`src/rtl/clear_sequencer_pkg.sv`:
```
// Shared definitions for the staged bank-clear sequencer.
package clear_sequencer_pkg;

  typedef enum logic [1:0] {
    ST_ASSERT  = 2'd0,
    ST_RELEASE = 2'd1,
    ST_IDLE    = 2'd2
  } state_t;

  // Width of the external STAGE port; sixteen banks at most.
  localparam int STAGE_PORT_W = 4;

  // Bits needed to index 0..count-1, never less than one.
  function automatic int width_for(input int count);
    int w;
    w = 1;
    while ((1 << w) < count) w++;
    return w;
  endfunction

endpackage

```
`src/rtl/clear_sequencer_timer.sv`:
```
// Cycle timer: restarts from zero on LOAD, flags the cycle where count hits last.
module seq_timer
  import clear_sequencer_pkg::*;
#(
  parameter int CNT_W = 8
) (
  input  logic             CLK,
  input  logic             RESET,
  input  logic             LOAD,
  input  logic [CNT_W-1:0] last,
  output logic [CNT_W-1:0] count,
  output logic             terminal
);

  // Count up every cycle; a load or reset restarts the interval at zero.
  always_ff @(posedge CLK) begin
    if (RESET) begin
      count <= '0;
    end else if (LOAD) begin
      count <= '0;
    end else begin
      count <= count + CNT_W'(1);
    end
  end

  assign terminal = (count == last);

endmodule

```
`src/rtl/clear_sequencer.sv`:
```
// Holds every bank cleared for a while, then releases them one by one.
module clear_sequencer
  import clear_sequencer_pkg::*;
#(
  parameter int NUM_STAGES  = 4,
  parameter int HOLD_CYCLES = 8,
  parameter int GAP_CYCLES  = 2,
  parameter int CNT_W       = 8
) (
  input  logic                    CLK,
  input  logic                    RESET,
  input  logic                    REQ,
  output logic [NUM_STAGES-1:0]   CLEAR,
  output logic                    BUSY,
  output logic                    DONE,
  output logic [STAGE_PORT_W-1:0] STAGE
);

  localparam int SW = width_for(NUM_STAGES);
  localparam logic [SW-1:0]    LAST_STAGE = SW'(NUM_STAGES - 1);
  localparam logic [CNT_W-1:0] HOLD_LAST  = CNT_W'(HOLD_CYCLES - 1);
  localparam logic [CNT_W-1:0] GAP_LAST   = CNT_W'(GAP_CYCLES - 1);

  state_t                  state_q;
  state_t                  state_d;
  logic [SW-1:0]           stage_q;
  logic [SW-1:0]           stage_d;
  logic [CNT_W-1:0]        timer_last;
  logic [CNT_W-1:0]        timer_count;
  logic                    timer_load;
  logic                    timer_done;
  logic [NUM_STAGES-1:0]   clear_d;
  logic                    busy_d;
  logic                    done_d;
  logic [STAGE_PORT_W-1:0] stage_out_d;

  // The hold interval and the release gap share one timer; any state change,
  // any request, and the idle state all restart it so it never wraps.
  assign timer_last = (state_q == ST_ASSERT) ? HOLD_LAST : GAP_LAST;
  assign timer_load = REQ || timer_done || (state_q == ST_IDLE);

  seq_timer #(
    .CNT_W(CNT_W)
  ) u_timer (
    .CLK      (CLK),
    .RESET    (RESET),
    .LOAD     (timer_load),
    .last     (timer_last),
    .count    (timer_count),
    .terminal (timer_done)
  );

  // State, stage and every output are registered so the async CLEAR pins only move on edges.
  always_ff @(posedge CLK) begin
    if (RESET) begin
      state_q <= ST_ASSERT;
      stage_q <= '0;
      CLEAR   <= '1;
      BUSY    <= 1'b1;
      DONE    <= 1'b0;
      STAGE   <= '0;
    end else begin
      state_q <= state_d;
      stage_q <= stage_d;
      CLEAR   <= clear_d;
      BUSY    <= busy_d;
      DONE    <= done_d;
      STAGE   <= stage_out_d;
    end
  end

  // A request always sends us back to a full hold; otherwise the timer paces the releases.
  always_comb begin
    state_d = state_q;
    stage_d = stage_q;
    case (state_q)
      ST_ASSERT: begin
        stage_d = '0;
        if (!REQ && timer_done) begin
          state_d = ST_RELEASE;
        end
      end
      ST_RELEASE: begin
        if (REQ) begin
          state_d = ST_ASSERT;
          stage_d = '0;
        end else if (timer_done) begin
          if (stage_q == LAST_STAGE) begin
            state_d = ST_IDLE;
            stage_d = '0;
          end else begin
            stage_d = stage_q + SW'(1);
          end
        end
      end
      ST_IDLE: begin
        stage_d = '0;
        if (REQ) begin
          state_d = ST_ASSERT;
        end
      end
      default: begin
        state_d = ST_ASSERT;
        stage_d = '0;
      end
    endcase
  end

  // Output values for the next cycle, derived from where the FSM is heading.
  always_comb begin
    clear_d     = '0;
    busy_d      = (state_d != ST_IDLE);
    done_d      = (state_q == ST_RELEASE) && (state_d == ST_IDLE);
    stage_out_d = '0;
    for (int i = 0; i < NUM_STAGES; i++) begin
      clear_d[i] = (state_d == ST_ASSERT) ||
                   ((state_d == ST_RELEASE) && (i > int'(stage_d)));
    end
    if (state_d == ST_RELEASE) begin
      stage_out_d = STAGE_PORT_W'(stage_d);
    end
  end

  // Guard against the timer running past its interval, which would mean a missed reload.
  always_ff @(posedge CLK) begin
    if (!RESET) begin
      assert (timer_count <= timer_last);
    end
  end

endmodule

```
`config.mk`:
```
export PLATFORM = sky130hd
export DESIGN_NAME = clear_sequencer
export DESIGN_NICKNAME = d
export VERILOG_FILES = /design/src/rtl/clear_sequencer_pkg.sv /design/src/rtl/clear_sequencer_timer.sv /design/src/rtl/clear_sequencer.sv
export SDC_FILE = /design/constraint.sdc
export NUM_CORES = 1
export LEC_CHECK = 0
export ABC_AREA = 1
export CORE_UTILIZATION = 45
export DETAILED_ROUTE_END_ITERATION = 6
export GPL_ROUTABILITY_DRIVEN = 0
export PLACE_DENSITY = 0.71
export SLEW_MARGIN = 5
export SYNTH_ARGS = -nofsm -noshare
export SYNTH_HDL_FRONTEND = slang
export SYNTH_SLANG_ARGS = --single-unit
```
`constraint.sdc`:
```
create_clock -name CLK -period 1.18 [get_ports CLK]
set_input_delay 0.177 -clock CLK [delete_from_list [all_inputs] [get_ports CLK]]
set_output_delay 0.177 -clock CLK [all_outputs]
set_load 0.01 [all_outputs]
```
==> run_results.csv <==
group,metric,value,unit
clock_tree,cts.path.max_buffers,2,
setup_path,end_kind,"register",
route,via_per_inst,4.732,
run_status,outcome,"finished with violations",
timing,whs,534.5,ps
yosys,synthTopCellsByArea,"dfxtp_1 46%, nand2_1 7.7%, inv_1 6.4%, nor2_1 6.4%, nand2_2 5.7%",
timing,hold_viol,0,
timing,finalCritPeriodShare,1.125,
setup_path,rr_worst_depth,7,
finish,num_antenna_cells,0,
floorplan,core_region_area,1783,µm²
yosys,synth.cell_area,874.6,µm²
clock_tree,hold_buffers,0,
yosys,synthArstFlopShare,0,
setup_path,cp-startpoint,"u_timer.count[7]",
global_route,grt_overflow_total,0,
placed_design,hpwl,1302,µm
route,first_pass_iters,4,
clock_tree,cts-root-buf,"clkbuf_4",
yosys,synth_ff_type,"dfxtp_1",
global_route,grt_pass1_wl,2773,µm
floorplan,die_y,46.09,µm
route,avgRoutedWirePerCell,11.72,µm
route,route.final.wire_length,1922,µm
yosys,synth_edf_count,0,
setup_path,r2r-end,"CLEAR[1]",
floorplan,initial_core_util,0.4905,
yosys,netlist_instances,109,
timing,rsz0062_at_grt,"yes",
yosys,yosys.area.top_type,"dfxtp_1",
clock_tree,clk_pin_slew_worst_paths,120,ps
yosys,ys_ff_latch,20,
global_route,grt_max_degree,13,
timing,drv_slew,0,
power_and_ir_drop,leakage,0.6146,nW
yosys,synth_most_common_cell,"dfxtp_1",
clock_tree,clock-sinks,20,
hold_path,hp-class,"register to register",
yosys,syn_area_per_cell,8.024,µm²
timing,setup-violations-final,16,
global_route,grt_pass1_vias,706,
setup_path,worstPathMaxFanout,6,
floorplan,die_w,46.09,µm
yosys,synth.yosys.seq_area_share,0.4578,
power_and_ir_drop,finalPower,1.304,mW
route,drc_errors,0,
finish,syn_to_final_growth,46.07,%
placed_design,place_ws,-257.4,ps
timing,fmax,0.7530,GHz
yosys,synthTopCellsByCount,"20 x dfxtp_1, 18 x nand2_1, 15 x inv_1, 15 x nor2_1, 9 x nand3_1",
floorplan,rows,15,
run_status,violations,"negative setup slack",
hold_path,min-delay-start,"u_timer.count[0]",
job,maxCapViolations,0,
finish,nets,145,
setup_path,critPathKind,"register to register",
clock_tree,cts_buffers,3,
clock_tree,clock_latency,300,ps
route,route.vias.total,776,
route,ant_nets,0,
setup_path,worstSetupEndpoint,"CLEAR[1]",
clock_tree,htreeDepth,1,
setup_path,rrSetupSlack,-150,ps
placed_design,place_area,1119,µm²
timing,worst_slack,-148.1,ps
setup_path,reg2reg_from,"u_timer.count[7]",
route,drtIter0Drc,14,
floorplan,dieArea,2124,µm²
yosys,synth.top_cell.area_share,0.4578,
yosys,yosys_warnings,0,
global_route,antenna_found_initial,0,
timing,tns,-1015,ps
timing,fin_skew,2.910,ps
power_and_ir_drop,p_per_area,1021,nW/µm²
finish,fin_area,1277,µm²
setup_path,critical_path.startpoint_type,"register",
yosys,yosysUniqueCellTypes,21,
setup_path,arrival,1540,ps
global_route,grt_usage,0.1945,
floorplan,boundaryPins,13,
power_and_ir_drop,vdd_drop_max,0.0007246,V
timing,layout_min_cycle_time,1328,ps
setup_path,crit_required,1400,ps
clock_tree,cts_tree,"yes",
finish,drive_above_1_share,0.4748,
placed_design,io_buffer_count,10,
## kinds of logic (layout without fill, tap and decap cells)
kind of cell / count (synthesis) / after routing / share of synthesized area
compound gates: 4 / 4 / 0.03432
xor+xnor: 3 / 3 / 0.03005
fa+ha+maj: 2 / 2 / 0.02861
buf+inv: 18 / 47 / 0.08582
flops: 20 / 20 / 0.4578
other cells: 1 / 2 / 0.004288
simple gates: 61 / 61 / 0.3591
## per-stage QoR
stage | util | instances
after global routing | 0.7165 | 164
after global placement | 0.6274 | 159
after CTS | 0.6919 | 164
final | 0.7165 | 164
after floorplan | - | 110
after detailed placement | 0.6274 | 159
## timing repair
item,in CTS,in global routing
cloned,0,0
pin swaps,6,13
setup buffers,1,0
endpoints found under the setup margin,27,20
gates resized for setup,26,16
## worst min path at each step
stage	endpoint	slack (ps)	cells past startpoint
2_1_floorplan	STAGE[0]	250	1
3_3_place_gp	u_timer.count[0]	490	2
3_5_place_dp	u_timer.count[0]	490	2
4_1_cts	stage_q[0]	530	3
5_1_grt	stage_q[0]	540	3
6_report	u_timer.count[0]	530	2
## final cells by class
cell class / instances / area, µm²
sequential: 20 / 412.9
inverter: 16 / 60.06
multi-input combinational: 72 / 503.0
timing repair buffer: 27 / 217.7
fill: 136 / 505.5
clock buffer: 3 / 22.52
tap: 25 / 31.28
clock inverter: 1 / 30.03
## sequential cells by signal, indices dropped and copies added (netlist names)
register / cells
u_timer.count: 8
STAGE: 2
CLEAR: 4
stage_q: 2
DONE: 1
state_q: 2
BUSY: 1
## metal layers
metal	up-vias	global-route usage	wire [µm]
met2	13	0.3268	968
met1	363	0.2029	851
li1	396	-	-
met3	4	0.05098	53
met5	-	0	0
met4	0	0.1529	48
## cell usage in the layout (no fill, tap or decap), types with 2 or more instances in the layout
master / synthesis / layout
inv_1: 15 / 10
buf_4: 2 / 17
inv_2: 1 / 6
nor2_2: 3 / 6
nand2_2: 8 / 9
dfxtp_2: 0 / 7
nand3_1: 9 / 6
conb_1: 1 / 2
dfxtp_1: 20 / 12
nor2_1: 15 / 11
nand3_2: 0 / 3
a21oi_2: 0 / 2
nand2_4: 0 / 4
nand4_1: 3 / 3
dlygate4sd2_1: 0 / 8
clkbuf_4: 0 / 3
clkdlybuf4s50_1: 0 / 2
xor2_1: 2 / 2
nand2_1: 18 / 13
## worst max-delay path, stage by stage (launching register included)
cell	delay, ps
dfxtp_2	340
or2_4	270
nor2_8	170
nand4_1	100
nand2_1	110
nand2_2	110
nand2_2	100
nand2_1	50
## power breakdown
part / total [mW] / switching [mW] / internal, mW / leakage (nW)
Clock: 0.561 / 0.218 / 0.343 / 0.0279
Combinational: 0.0637 / 0.0376 / 0.0261 / 0.421
Sequential: 0.679 / 0.00307 / 0.676 / 0.166
(Power assumes the default switching activity.)
